==> src/rtl/sid_mix_pkg.sv <==
// Shared types, pan encodings, register map offsets and sizing helpers
// for the sid_mix_dac mixer/DAC driver.
package sid_mix_pkg;

  typedef enum logic [2:0] {
    S_IDLE,
    S_MIX,
    S_SAT,
    S_SHIFT,
    S_LATCH
  } mix_state_t;

  typedef enum logic [1:0] {
    SH_IDLE,
    SH_RUN,
    SH_LE
  } shift_state_t;

  localparam logic [1:0] PAN_OFF  = 2'b00;
  localparam logic [1:0] PAN_L    = 2'b01;
  localparam logic [1:0] PAN_R    = 2'b10;
  localparam logic [1:0] PAN_BOTH = 2'b11;

  localparam int CH_BASE = 0;

  function automatic int ctrl_ofs(int nch);
    return CH_BASE + nch;
  endfunction

  function automatic int stat_ofs(int nch);
    return CH_BASE + nch + 1;
  endfunction

  function automatic int last_ofs(int nch);
    return CH_BASE + nch + 2;
  endfunction

  // Room for NCH products of a signed SW-bit sample and a 4-bit volume.
  function automatic int acc_width(int sw, int nch);
    return sw + 5 + $clog2(nch);
  endfunction

endpackage

==> src/rtl/sid_mix_dac_shift_out.sv <==
// Dual-line serial DAC shifter: divided SPI clock, MSB-first data on both
// lines, then a one-half-period latch-enable pulse; start/done handshake.
module dac_shift_out
  import sid_mix_pkg::*;
#(
  parameter int DAC_W = 12
) (
  input  logic             clk,
  input  logic             rst,
  input  logic             start,
  input  logic [3:0]       div,
  input  logic [DAC_W-1:0] word_l,
  input  logic [DAC_W-1:0] word_r,
  output logic             dac_clk,
  output logic             dac_le,
  output logic             dac_dat_l,
  output logic             dac_dat_r,
  output logic             done
);

  localparam int BW = $clog2(DAC_W + 1);

  shift_state_t     st;
  logic [DAC_W-1:0] sr_l, sr_r;
  logic [3:0]       hcnt;
  logic [3:0]       div_q;
  logic [BW-1:0]    bit_cnt;

  // The shift registers are cleared outside a frame, so both data lines idle low.
  assign dac_dat_l = sr_l[DAC_W-1];
  assign dac_dat_r = sr_r[DAC_W-1];

  always_ff @(posedge clk or posedge rst) begin
    if (rst) begin
      st      <= SH_IDLE;
      sr_l    <= '0;
      sr_r    <= '0;
      hcnt    <= '0;
      div_q   <= '0;
      bit_cnt <= '0;
      dac_clk <= 1'b0;
      dac_le  <= 1'b0;
      done    <= 1'b0;
    end else begin
      // NOTE: non-blocking assignments so every flop samples pre-edge values.
      done <= 1'b0;
      case (st)
        SH_IDLE: begin
          if (start) begin
            sr_l    <= word_l;
            sr_r    <= word_r;
            hcnt    <= '0;
            div_q   <= div;
            bit_cnt <= '0;
            dac_clk <= 1'b0;
            st      <= SH_RUN;
          end
        end
        SH_RUN: begin
          if (hcnt == div_q) begin
            // div is re-sampled only at half-period boundaries.
            hcnt  <= '0;
            div_q <= div;
            if (!dac_clk) begin
              dac_clk <= 1'b1;
              bit_cnt <= bit_cnt + 1'b1;
            end else begin
              dac_clk <= 1'b0;
              if (bit_cnt == BW'(DAC_W)) begin
                sr_l   <= '0;
                sr_r   <= '0;
                dac_le <= 1'b1;
                st     <= SH_LE;
              end else begin
                sr_l <= {sr_l[DAC_W-2:0], 1'b0};
                sr_r <= {sr_r[DAC_W-2:0], 1'b0};
              end
            end
          end else begin
            hcnt <= hcnt + 1'b1;
          end
        end
        SH_LE: begin
          if (hcnt == div_q) begin
            hcnt   <= '0;
            dac_le <= 1'b0;
            done   <= 1'b1;
            st     <= SH_IDLE;
          end else begin
            hcnt <= hcnt + 1'b1;
          end
        end
        default: st <= SH_IDLE;
      endcase
    end
  end

endmodule

==> src/rtl/sid_mix_dac.sv <==
// NCH-voice mixer with per-channel volume/pan, saturation to DAC_W bits and a
// dual serial DAC output; configured through the peripheral byte bus.
module sid_mix_dac
  import sid_mix_pkg::*;
#(
  parameter int NCH    = 4,
  parameter int SW     = 12,
  parameter int DAC_W  = 12,
  parameter int ADDR_W = 5
) (
  input  logic              clk,
  input  logic              rst,
  input  logic [ADDR_W-1:0] addr,
  input  logic [7:0]        bus_in,
  output logic [7:0]        bus_out,
  input  logic              bus_cyc,
  input  logic              bus_we,
  input  logic [NCH*SW-1:0] samples,
  input  logic              sample_ready,
  output logic              dac_clk,
  output logic              dac_le,
  output logic              dac_dat_l,
  output logic              dac_dat_r,
  output logic              busy
);

  localparam int AW       = acc_width(SW, NCH);
  localparam int CHW      = (NCH > 1) ? $clog2(NCH) : 1;
  localparam int SH       = SW + 4 - DAC_W;
  localparam int CTRL_OFS = ctrl_ofs(NCH);
  localparam int STAT_OFS = stat_ofs(NCH);
  localparam int LAST_OFS = last_ofs(NCH);
  localparam logic signed [AW-1:0] W_MAX = AW'((2 ** (DAC_W - 1)) - 1);
  localparam logic signed [AW-1:0] W_MIN = ~W_MAX;

  mix_state_t            state;
  logic [5:0]            ch_cfg [NCH];
  logic                  enable;
  logic [3:0]            div;
  logic                  drop;
  logic [7:0]            last_word;
  logic [NCH*SW-1:0]     samp_q;
  logic [CHW-1:0]        ch;
  logic signed [AW-1:0]  acc_l, acc_r;

  logic                  bus_wr, stat_wr, drop_evt;
  logic [7:0]            rd_data;
  logic                  unused_bus_bits;

  assign bus_wr   = bus_cyc && bus_we;
  assign stat_wr  = bus_wr && (addr == ADDR_W'(STAT_OFS));
  assign drop_evt = sample_ready && enable && (state != S_IDLE);
  assign unused_bus_bits = ^bus_in[7:6];

  // Mixer datapath: offset-binary sample to signed, scaled by the channel volume.
  logic [SW-1:0]          cur_samp;
  logic [5:0]             cur_cfg;
  logic signed [SW-1:0]   cur_s;
  logic signed [SW+4:0]   cur_p;
  logic signed [AW-1:0]   cur_p_ext;
  logic                   add_l, add_r;

  assign cur_samp  = samp_q[ch*SW +: SW];
  assign cur_cfg   = ch_cfg[ch];
  assign cur_s     = {~cur_samp[SW-1], cur_samp[SW-2:0]};
  assign cur_p     = (SW+5)'(cur_s) * (SW+5)'($signed({1'b0, cur_cfg[3:0]}));
  assign cur_p_ext = AW'(cur_p);

  always_comb begin
    // NOTE: defaults first so no path leaves a signal unassigned (no latches).
    add_l = 1'b0;
    add_r = 1'b0;
    case (cur_cfg[5:4])
      PAN_OFF:  ;
      PAN_L:    add_l = 1'b1;
      PAN_R:    add_r = 1'b1;
      PAN_BOTH: begin
        add_l = 1'b1;
        add_r = 1'b1;
      end
      default:  ;
    endcase
  end

  function automatic logic [DAC_W-1:0] sat_word(input logic signed [AW-1:0] acc);
    logic signed [AW-1:0] w;
    w = acc >>> SH;
    if (w > W_MAX)      sat_word = {DAC_W{1'b1}};
    else if (w < W_MIN) sat_word = '0;
    else                sat_word = {~w[DAC_W-1], w[DAC_W-2:0]};
  endfunction

  logic [DAC_W-1:0] word_l, word_r;
  logic             shift_start, shift_done;

  assign word_l      = sat_word(acc_l);
  assign word_r      = sat_word(acc_r);
  assign shift_start = (state == S_SAT);

  dac_shift_out #(.DAC_W(DAC_W)) u_shift (
    .clk       (clk),
    .rst       (rst),
    .start     (shift_start),
    .div       (div),
    .word_l    (word_l),
    .word_r    (word_r),
    .dac_clk   (dac_clk),
    .dac_le    (dac_le),
    .dac_dat_l (dac_dat_l),
    .dac_dat_r (dac_dat_r),
    .done      (shift_done)
  );

  always_ff @(posedge clk or posedge rst) begin
    if (rst) begin
      state     <= S_IDLE;
      busy      <= 1'b0;
      ch        <= '0;
      acc_l     <= '0;
      acc_r     <= '0;
      samp_q    <= '0;
      last_word <= '0;
    end else begin
      case (state)
        S_IDLE: begin
          if (sample_ready && enable) begin
            samp_q <= samples;
            acc_l  <= '0;
            acc_r  <= '0;
            ch     <= '0;
            busy   <= 1'b1;
            state  <= S_MIX;
          end
        end
        S_MIX: begin
          if (add_l) acc_l <= acc_l + cur_p_ext;
          if (add_r) acc_r <= acc_r + cur_p_ext;
          ch <= ch + 1'b1;
          if (ch == CHW'(NCH - 1)) state <= S_SAT;
        end
        S_SAT: begin
          last_word <= word_l[DAC_W-1 -: 8];
          state     <= S_SHIFT;
        end
        S_SHIFT: begin
          if (dac_le) state <= S_LATCH;
        end
        S_LATCH: begin
          if (shift_done) begin
            busy  <= 1'b0;
            state <= S_IDLE;
          end
        end
        default: state <= S_IDLE;
      endcase
    end
  end

  always_comb begin
    rd_data = '0;
    for (int i = 0; i < NCH; i++)
      if (addr == ADDR_W'(CH_BASE + i)) rd_data = {2'b00, ch_cfg[i]};
    if (addr == ADDR_W'(CTRL_OFS)) rd_data = {3'b000, div, enable};
    if (addr == ADDR_W'(STAT_OFS)) rd_data = {6'b0, drop, busy};
    if (addr == ADDR_W'(LAST_OFS)) rd_data = last_word;
  end

  always_ff @(posedge clk or posedge rst) begin
    if (rst) begin
      // NOTE: the config array is reset as well; every register must read 0 after reset.
      for (int i = 0; i < NCH; i++) ch_cfg[i] <= '0;
      enable  <= 1'b0;
      div     <= '0;
      drop    <= 1'b0;
      bus_out <= '0;
    end else begin
      if (bus_wr) begin
        for (int i = 0; i < NCH; i++)
          if (addr == ADDR_W'(CH_BASE + i)) ch_cfg[i] <= bus_in[5:0];
        if (addr == ADDR_W'(CTRL_OFS)) begin
          enable <= bus_in[0];
          div    <= bus_in[4:1];
        end
      end
      // A drop in the same cycle as a STAT write keeps the flag set.
      if (drop_evt)     drop <= 1'b1;
      else if (stat_wr) drop <= 1'b0;
      if (bus_cyc) bus_out <= rd_data;
    end
  end

endmodule
==> config.mk <==
export PLATFORM = sky130hd
export DESIGN_NAME = sid_mix_dac
export DESIGN_NICKNAME = d
export VERILOG_FILES = /design/src/rtl/sid_mix_pkg.sv /design/src/rtl/sid_mix_dac_shift_out.sv /design/src/rtl/sid_mix_dac.sv
export SDC_FILE = /design/constraint.sdc
export NUM_CORES = 1
export LEC_CHECK = 0
export CELL_PAD_IN_SITES_DETAIL_PLACEMENT = 1
export CELL_PAD_IN_SITES_GLOBAL_PLACEMENT = 1
export CORE_MARGIN = 4
export CORE_UTILIZATION = 53
export CTS_BUF_LIST = sky130_fd_sc_hd__clkbuf_8
export CTS_CLUSTER_SIZE = 12
export DETAILED_ROUTE_END_ITERATION = 6
export DONT_BUFFER_PORTS = 1
export PLACE_DENSITY = 0.87
export RECOVER_POWER = 25
export SYNTH_ARGS = -nofsm -noshare
export SYNTH_HDL_FRONTEND = slang
export SYNTH_SLANG_ARGS = --single-unit
==> constraint.sdc <==
create_clock -name clk -period 6.9 [get_ports clk]
set_clock_uncertainty 0.15 [all_clocks]
set_input_delay 1.38 -clock clk [delete_from_list [all_inputs] [get_ports clk]]
set_output_delay 1.38 -clock clk [all_outputs]
set_load 0.01 [all_outputs]
==> summary.txt, run 1 <==
Status
  – Run status: complete, but fails checks
  – Violated checks: max-capacitance violations, max-slew violations

Drt
  – Drt total wl: a little over 30,000 µm
  – Vias: roughly 8,700
  – Initial DRC Count: approximately 350
  – Vias per std cell: about 6.2
  – DR pass1 iterations: 4
  – Drt wl/cell: 22.0 µm
  – # DRC: 0
  – Post-route ant nets: 0

Floorplan
  – Cell Rows: 53
  – Core area: between 20,000 and 25,000 µm²
  – Die span in x: ~160 µm
  – Effective utilization at floorplan: 54.3%
  – Top Ports: 79
  – Die height: about 160 µm
  – Die area: around 24,000 µm²

Final layout
  – Fin nets: about 1,300
  – Number of diodes: 0
  – Share of cells above drive strength 1: between 10% and 20%
  – Area growth syn-to-layout: 6.03%
  – Fill cells: between 2,000 and 2,500

Yosys
  – Top cells by area, synth: dfrtp_1, ha_1, mux2_2
  – Sequential area share after synthesis: 39.0%
  – Unique cell type count in the Yosys netlist: 67
  – Cell type contributing the most total cell area after synthesis: dfrtp_1
  – Cell Area, Synth: ~11,000 µm²
  – #FFs+latches synth: roughly 180
  – Syn avg cell area: roughly 10 µm²
  – Post-synth EDFFs: 0
  – Most frequent cells after synthesis: dfrtp_1, o21ai_0, mux2_2, nand2_1, inv_1
  – Ys flop type: dfrtp_1
  – Top cell type's share of synthesized area: 39.0%
  – Synth Net Count: 1,308
  – Async S/R FF share, synth: 100%
  – Mapped Cells: around 1,100
  – Yosys warning total: 0
  – Top-count cell post-synth: dfrtp_1

Worst hold path
  – Hold Crit Class: register to register
  – Launch point of the worst hold path: last_word[3]$_DFFE_PP0P_

Worst setup path
  – Reg2reg path depth: 25
  – R2R setup slack: around 0.32 ns
  – FF-to-FF Start: ch[0]$_DFFE_PP0P_
  – CP max FO: 14
  – WP buf/inv: 4
  – Slowest cell delay on critical path: 0.60 ns
  – Critical-path top delay cell: mux4_2
  – Worst EP required: between 7 and 8 ns
  – CP delay by family, top: compound AO/OA/AOI/OAI gates
  – Worst reg2reg path endpoint: acc_r[18]$_DFFE_PP0P_
  – CP Data Arrival Time: just under 7 ns
  – Setup crit start: ch[0]$_DFFE_PP0P_
  – Crit path to: acc_r[18]$_DFFE_PP0P_
  – Startpoint type of the worst setup path: register
  – Cell count along the critical path: 25
  – Nature of the critical path endpoint: register
  – Critical path class: register to register

Clock network
  – CTS tree: done
  – H-Tree Depth: 4
  – Cts hold-fix bufs: 0
  – Clk_lat worst skew: ~0.49 ns
  – Clock Path Buffers: 2
  – CTS sink cnt: 179
  – CTS root buf: clkbuf_8
  – CTS clk-pin slew, worst paths: ~0.11 ns
  – Total CTS buffers: 17

Placed design
  – Placement Setup Slack: ~0.18 ns
  – HPWL Detailed: ~21,000 µm
  – Port-buffer cells: 0
  – GP Congestion: roughly 0.86

Pwr
  – VDD IR max: between 300 and 400 µV
  – Static leakage: 5.73 nW
  – Pwr per Cell Area: roughly 560 nW/µm²

Global routing
  – Initial antenna violation count: 0
  – Vias in the first global route: about 9,500
  – Gr usage total: a little over a quarter
  – First-pass GRT wire length: just over 50,000 µm
  – Largest net degree at the start of global routing: 87
  – Grt total ovfl: 0

STA
  – Final setup vio count: 0
  – Fin. Hold Viols: 0
  – F_max: between 0.15 and 0.2 GHz
  – Final Max Tran Viols: about 120
  – Final worst slack: 0.321 ns
  – Tcrit/Tclk final: a little over nine tenths
  – Slew margin rel.: -139%
  – Minimum clock period after layout: 6.58 ns
  – Worst Tran Pin Value: roughly 3.6 ns
  – Sum of negative setup slack: 0 ns

Run
  – Max Cap Viol: 2
worst min path at each step:
stage | end | slack (ns) | cells after the start
after detailed placement | last_word[3]$_DFFE_PP0P_ | 0.33 | 2
final | last_word[3]$_DFFE_PP0P_ | 0.35 | 2
after CTS | last_word[3]$_DFFE_PP0P_ | 0.36 | 2
after global placement | last_word[6]$_DFFE_PP0P_ | 0.32 | 2
after global routing | samp_q[12]$_DFFE_PP0P_ | 0.39 | 1
after floorplan | last_word[2]$_DFFE_PP0P_ | 0.30 | 2
cells by family (layout without fill, tap and decap cells):
kind of cell	after synthesis	after routing	synth area share [%]
AO/OA/AOI/OAI	269	269	14.2
XOR/XNOR	46	46	3.74
multiplexers	112	112	13.0
AND/OR/NAND/NOR	300	300	12.7
adder cells (fa/ha/maj)	104	104	13.1
flip-flops	179	179	39.0
buffers and inverters	128	125	4.30
final cells by class:
cell class | count | area (µm²) | area share (%)
multi-input combinational | 831 | 6550 | 53.8
sequential | 179 | 4480 | 36.8
tap | 275 | 344 | 2.82
inverter | 80 | 302 | 2.48
clock buffer | 18 | 248 | 2.03
clock inverter | 14 | 140 | 1.15
timing repair buffer | 13 | 119 | 0.976
tightest hold or removal path, cell delays in order (launching register included):
cell and delay (ns):
dfrtp_1 0.36, nand2_1 0.05, o21ai_0 0.06
per-layer routing:
metal / vias to the layer above / track usage (%) / wire length [µm]
li1: 3996 / - / -
met2: 231 / 45.7 / 15600
met5: - / 0 / 0
met4: 0 / 10.1 / 1080
met3: 80 / 4.23 / 1270
met1: 4425 / 34.1 / 13000
report_power, final:
| part | leakage, nW | internal, mW | switching, mW |
|---|---|---|---|
| sequential | 2.28 | 1.45 | 0.351 |
| combinational | 3.25 | 1.83 | 2.49 |
| clock | 0.197 | 0.280 | 0.457 |
flip-flops by register name (all words and copies together), names as in the netlist, 8 cells and up:
| name | count |
|---|---|
| acc_l | 19 |
| acc_r | 19 |
| bus_out | 8 |
| ch_cfg | 24 |
| last_word | 8 |
| samp_q | 48 |
| u_shift.sr_l | 12 |
| u_shift.sr_r | 12 |
repair_timing:
action / in CTS / in global routing
hold endpoints to repair: 0 / 0
endpoints found under the setup margin: 0 / 8
resized for setup: 0 / 8
buffers inserted: 0 / 2
cells in the final DEF, fill, tap and decap left out, types with 8 or more instances in the layout:
cell type  instances
dfrtp_1          178
o21ai_0           99
nand2_1           85
mux2_2            85
inv_1             79
ha_1              77
nor2_1            66
a21oi_1           60
nand3_1           43
and2_1            38
fa_1              27
a31oi_1           24
xor2_1            24
xnor2_1           19
nor3_1            18
mux4_2            18
clkbuf_8          18
a21o_1            17
nand2b_1          11
buf_4             10
inv_8              8
per-stage QoR:
stage / instance area, µm² / hold WS (ns) / cells / util, % / power (mW)
4_1_cts: 12200 / 0.355 / 1408 / 57.5 / 6.81
3_5_place_dp: 11800 / 0.330 / 1376 / 55.7 / 5.96
3_3_place_gp: 11800 / 0.319 / 1376 / 55.7 / 5.64
6_report: 12200 / 0.349 / 1410 / 57.6 / 6.85
5_1_grt: 12200 / 0.387 / 1410 / 57.6 / 7.47
2_1_floorplan: 11500 / 0.300 / 1138 / - / 4.95
Power figures use the tool's default switching activity.
==> inputs of run 2 (changes only) <==
--- a/config.mk
+++ b/config.mk
@@ -5,6 +5,7 @@
 export SDC_FILE = /design/constraint.sdc
 export NUM_CORES = 1
 export LEC_CHECK = 0
+export CAP_MARGIN = 20
 export CELL_PAD_IN_SITES_DETAIL_PLACEMENT = 1
 export CELL_PAD_IN_SITES_GLOBAL_PLACEMENT = 1
 export CORE_MARGIN = 4
==> run 2 against run 1 <==
  * The run still ends with max-capacitance violations, max-slew violations left
  * Final cell count is essentially flat
  * First-iteration DRC count grew 9.6%
  * Critical path depth is the same
  * Sequential power is essentially flat
  * Via count grew 0.33%
  * Die area is the same
  * Sequential share of layout area shrank 0.083 points
  * Flip-flop and latch count is the same
  * Non-clock buffer count grew 1
  * Design area grew 0.23%
  * Combinational power is essentially flat
==> summary.txt, run 2 (same netlist as run 1, synthesis figures left out) <==
Worst setup path
  – Slowest cell delay on critical path: approximately 0.6 ns
  – Critical path class: register to register
  – CP Data Arrival Time: between 6 and 7 ns
  – CP max FO: 14
  – CP delay by family, top: compound AO/OA/AOI/OAI gates
  – Worst EP required: between 7 and 8 ns
  – Startpoint type of the worst setup path: register
  – WP buf/inv: 4
  – Critical-path top delay cell: mux4_2
  – Nature of the critical path endpoint: register

Clock network
  – CTS root buf: clkbuf_8
  – CTS tree: done
  – H-Tree Depth: 4
  – Clock Path Buffers: 2
  – Total CTS buffers: 17
  – Clk_lat worst skew: between 0.4 and 0.5 ns
  – CTS clk-pin slew, worst paths: 0.11 ns
  – CTS sink cnt: 179

Final layout
  – Commonest non-fill, non-tap cell in the layout: dfrtp_1
  – Commonest non-fill, non-tap cells in the layout: dfrtp_1, o21ai_0, nand2_1, mux2_2, inv_1
  – Area growth syn-to-layout: 6.27%
  – Fin nets: 1,293
  – Biggest regs: samp_q x48, ch_cfg x24
  – Max reg flops: between 40 and 50
  – Largest reg by FF count: samp_q
  – Fill cells: 2,286
  – Share of cells above drive strength 1: between 10 and 15%
  – Number of diodes: 0

Floorplan
  – Die span in x: about 160 µm
  – Die area: 24,100 µm²
  – Top Ports: roughly 80
  – Cell Rows: 53
  – Effective utilization at floorplan: 54.3%
  – Core area: ~21,000 µm²
  – Die height: 155 µm

Global routing
  – Gr usage total: a little over a quarter
  – Vias in the first global route: approximately 9,500
  – First-pass GRT wire length: approximately 51,000 µm
  – Grt total ovfl: 0
  – Initial antenna violation count: 0
  – Largest net degree at the start of global routing: 87

Pwr
  – Pwr per Cell Area: roughly 560 nW/µm²
  – VDD IR max: between 300 and 400 µV
  – Static leakage: about 5.7 nW

Drt
  – Post-route ant nets: 0
  – DR pass1 iterations: 5
  – Drt total wl: ~31,000 µm
  – Vias: between 8,000 and 9,000
  – Drt wl/cell: around 22 µm
  – Vias per std cell: 6.21
  – Initial DRC Count: approximately 390
  – # DRC: 0

Status
  – Violated checks: max-capacitance violations, max-slew violations
  – Run status: complete, but fails checks

STA
  – Final Hold Slack: around 0.35 ns
  – Sum of negative setup slack: 0 ns
  – Final Max Tran Viols: approximately 120
  – Final setup vio count: 0
  – Worst Tran Pin Value: about 3.6 ns
  – Slew margin rel.: -138%
  – Fin. Hold Viols: 0
  – F_max: about 0.15 GHz
  – Tcrit/Tclk final: between 90% and 100%
  – Minimum clock period after layout: around 6.6 ns

Placed design
  – HPWL Detailed: 21,200 µm
  – GP Congestion: 0.857
  – Port-buffer cells: 0

Run
  – Max Cap Viol: 2

Worst hold path
  – Hold Crit Class: register to register
==> run 2: cell types whose count changed in the layout (fill, tap and decap cells not counted) <==
cell	change
buf_16	+1
==> run 2: per-layer routing <==
metal	vias up	track usage (%)	wire, µm
li1	3997	-	-
met4	0	10.1	1060
met5	-	0	0
met3	78	4.23	1210
met2	208	45.7	15600
met1	4478	34.1	13000
==> run 2: worst register-to-register path, cell delays in order (launching register included) <==
cell,delay (ns)
dfrtp_2,0.47
buf_12,0.20
mux4_2,0.61
and2_1,0.21
ha_1,0.31
fa_1,0.55
inv_1,0.06
fa_1,0.53
inv_1,0.04
ha_1,0.37
a21oi_1,0.19
o22ai_1,0.13
o41a_1,0.41
a21o_1,0.22
a21oi_2,0.21
o21ai_0,0.14
xor2_1,0.19
buf_4,0.16
ha_1,0.23
a21o_1,0.19
a21o_1,0.17
a21oi_1,0.14
o21ai_0,0.14
xnor2_1,0.26
o211ai_2,0.10
o31ai_1,0.12
==> run 2: final timing paths <==
kind / endpoint / depth (start not counted) / slack, ns / startpoint
max in group asynchronous: ch[0]$_DFFE_PP0P_ / 2 / 0.97 / rst
min: last_word[3]$_DFFE_PP0P_ / 2 / 0.35 / last_word[3]$_DFFE_PP0P_
max reg2reg: acc_r[18]$_DFFE_PP0P_ / 25 / 0.32 / ch[0]$_DFFE_PP0P_
min reg2reg: last_word[3]$_DFFE_PP0P_ / 2 / 0.35 / last_word[3]$_DFFE_PP0P_
max: acc_r[18]$_DFFE_PP0P_ / 25 / 0.32 / ch[0]$_DFFE_PP0P_
min in group asynchronous: ch_cfg[21]$_DFFE_PP0P_ / 1 / 1.22 / rst
==> run 2: power by group <==
group	internal (mW)	total, mW	switching (mW)
combinational	1.85	4.35	2.50
clock	0.281	0.735	0.454
sequential	1.45	1.80	0.352
total	3.58	6.88	3.30
==> run 2: cell type report <==
cell class	count	area [µm²]	area share, %
Sequential cell	179	4480	36.7
Multi-Input combinational cell	831	6550	53.6
Tap cell	275	344	2.82
Inverter	80	302	2.47
Timing Repair Buffer	14	146	1.20
Clock inverter	14	140	1.15
Clock buffer	18	248	2.03
==> run 2: timing repair <==
item,4_1_cts,5_1_grt
hold endpoints to repair,0,0
hold buffers,0,0
resized for setup,0,8
buffers inserted,0,2
setup endpoints to repair,0,8
==> run 2: metrics by stage <==
stage          instances  power, mW  utilization, %  worst slack [ns]  area (µm²)
3_3_place_gp        1376       5.64            55.7             0.466       11800
3_5_place_dp        1376       5.96            55.7             0.185       11800
5_1_grt             1411       7.50            57.7           -0.0114       12200
4_1_cts             1408       6.81            57.5            0.0710       12200
2_1_floorplan       1138       4.95               -             0.511       11500
6_report            1411       6.88            57.7             0.315       12200
==> inputs of run 3 (changes only) <==
--- a/config.mk
+++ b/config.mk
@@ -14,7 +14,7 @@
 export CTS_CLUSTER_SIZE = 12
 export DETAILED_ROUTE_END_ITERATION = 6
 export DONT_BUFFER_PORTS = 1
-export PLACE_DENSITY = 0.87
+export PLACE_DENSITY = 0.81
 export RECOVER_POWER = 25
 export SYNTH_ARGS = -nofsm -noshare
 export SYNTH_HDL_FRONTEND = slang
==> run 3 against run 2 <==
  * The flow still finishes with violations (max-capacitance violations, max-slew violations)
  * Sequential power is essentially flat
  * Non-clock buffer count decreased by 2
  * Count of clock-buffer cells in the layout shrank 1
  * Critical path type unchanged
  * Largest power group unchanged
  * Highest routed layer unchanged
==> summary.txt, run 3 (same netlist as run 1, synthesis figures left out) <==
Placed design
  – HPWL Detailed: approximately 20,000 µm
  – GP Congestion: between 0.8 and 0.9
  – Port-buffer cells: 0

Drt
  – # DRC: 0
  – Drt wl/cell: between 20 and 25 µm
  – Wire length on met3: about 1100 µm
  – DR pass1 iterations: 5
  – Initial DRC Count: 310
  – Post-route ant nets: 0
  – DR top layer: met4
  – Met1 WL: around 12,000 µm
  – Vias: 8,374
  – Vias per std cell: 5.94
  – DR WL met2: approximately 15,000 µm
  – Drt total wl: 28,800 µm

Final layout
  – Area growth syn-to-layout: 6.31%
  – Commonest non-fill, non-tap cell in the layout: dfrtp_1
  – Largest reg by FF count: samp_q
  – Commonest non-fill, non-tap cells in the layout: dfrtp_1, o21ai_0, nand2_1, mux2_2, inv_1
  – Share of cells above drive strength 1: between 10% and 20%
  – Max reg flops: 48
  – Final Util: around 58%
  – Fin nets: 1,291
  – Biggest regs: samp_q x48, ch_cfg x24
  – Number of diodes: 0

Worst setup path
  – WP buf/inv: 3
  – CP Data Arrival Time: 6.86 ns
  – CP max FO: 12
  – R2R setup slack: 0.28 ns
  – Worst EP required: ~7 ns
  – Startpoint type of the worst setup path: register
  – Critical path class: register to register
  – Slowest cell delay on critical path: between 0.6 and 0.7 ns
  – CP delay by family, top: adder cells
  – Cell chain of the critical path: buf_12 -> mux4_1 -> and2_1 -> ha_1 -> fa_1 -> inv_1 -> fa_1 -> inv_1 -> ha_1 -> a21oi_1 -> o22ai_1 -> o41a_1 -> a21o_1 -> a21oi_1 -> xnor2_1 -> ha_1 -> and2_1 -> a221oi_1 -> o21a_1 -> a21oi_1 -> xnor2_1 -> o211ai_2 -> o31ai_1
  – Critical-path top delay cell: mux4_1
  – Nature of the critical path endpoint: register

Global routing
  – Largest net degree at the start of global routing: 87
  – Gr usage total: approximately 25%
  – Grt total ovfl: 0
  – Vias in the first global route: roughly 9,100
  – Initial antenna violation count: 0
  – First-pass GRT wire length: between 40,000 and 50,000 µm

Clock network
  – CTS root buf: clkbuf_8
  – Total CTS buffers: 17
  – CTS clk-pin slew, worst paths: about 0.11 ns
  – Clk_lat worst skew: between 0.4 and 0.5 ns
  – CTS tree: done
  – CTS sink cnt: ~180
  – H-Tree Depth: 4
  – Clock Path Buffers: 2
  – Cts hold-fix bufs: 0

STA
  – RSZ-0062 raised after global routing: yes
  – Final setup vio count: 0
  – Worst Tran Pin Value: around 1.8 ns
  – Final Hold Slack: roughly 0.36 ns
  – Tcrit/Tclk final: a little over nine tenths
  – Sum of negative setup slack: 0 ns
  – Slew margin rel.: -21.7%
  – Minimum clock period after layout: approximately 6.6 ns
  – Final Max Tran Viols: 38
  – Fin. Hold Viols: 0
  – F_max: 0.151 GHz

Floorplan
  – Core area: between 20,000 and 25,000 µm²
  – Die span in x: about 160 µm
  – Die height: roughly 160 µm
  – Effective utilization at floorplan: a little over half
  – Die area: between 20,000 and 25,000 µm²
  – Top Ports: 79
  – Cell Rows: 53

Run
  – Max Cap Viol: 1

Pwr
  – Pwr per Cell Area: ~550 nW/µm²
  – VDD IR max: about 300 µV
  – Static leakage: roughly 5.7 nW

Worst hold path
  – Hold Crit Class: register to register

Status
  – Violated checks: max-capacitance violations, max-slew violations
  – Run status: complete, but fails checks
run 3: metrics by stage:
step	area, µm²	setup slack, ns	instances	power, mW
final	12200	0.282	1409	6.76
after global routing	12200	-0.0398	1409	7.40
after CTS	12200	0.0679	1408	6.77
after detailed placement	11800	0.206	1376	5.90
after global placement	11800	0.441	1376	5.67
after floorplan	11500	0.511	1138	4.95
run 3: cell type report:
cell class	count	area [µm²]
fill	2322	8940
sequential	179	4480
clock buffer	17	234
timing repair buffer	12	123
clock inverter	15	186
tap	275	344
inverter	80	302
multi-input combinational	831	6540
run 3: worst reg2reg max path: stages (launching register included):
cell	delay (ns)
dfrtp_2	0.49
buf_12	0.20
mux4_1	0.66
and2_1	0.22
ha_1	0.32
fa_1	0.55
inv_1	0.06
fa_1	0.53
inv_1	0.04
ha_1	0.36
a21oi_1	0.17
o22ai_1	0.12
o41a_1	0.38
a21o_1	0.19
a21oi_1	0.21
xnor2_1	0.26
ha_1	0.33
and2_1	0.19
a221oi_1	0.27
o21a_1	0.24
a21oi_1	0.11
xnor2_1	0.24
o211ai_2	0.09
o31ai_1	0.11
run 3: worst paths after layout:
check                                         startpoint                       end  cells past startpoint
worst max-delay path                   ch[0]$_DFFE_PP0P_     acc_l[18]$_DFFE_PP0P_                     23
worst min-delay path            last_word[3]$_DFFE_PP0P_  last_word[3]$_DFFE_PP0P_                      2
worst max register to register         ch[0]$_DFFE_PP0P_     acc_l[18]$_DFFE_PP0P_                     23
worst min register to register  last_word[3]$_DFFE_PP0P_  last_word[3]$_DFFE_PP0P_                      2
max in group asynchronous                            rst      acc_l[7]$_DFFE_PP0P_                      2
min in group asynchronous                            rst    ch_cfg[22]$_DFFE_PP0P_                      1
run 3: layer usage:
metal  global-route usage [%]  up-vias
met2                     43.2      147
met3                     4.98       39
met5                        0        -
met4                     6.46        0
li1                         -     3980
met1                     31.3     4208
run 3: power breakdown:
group          switching (mW)  total (mW)  internal, mW  leakage, nW
combinational            2.40        4.20          1.80         3.25
clock                   0.465       0.778         0.312        0.210
sequential              0.338        1.78          1.45         2.28
total                    3.20        6.76          3.56         5.74
run 3: what timing repair did:
| action | in CTS | in global routing |
|---|---|---|
| endpoints found under the setup margin | 0 | 9 |
| resized for setup | 0 | 7 |
| setup buffers | 0 | 0 |
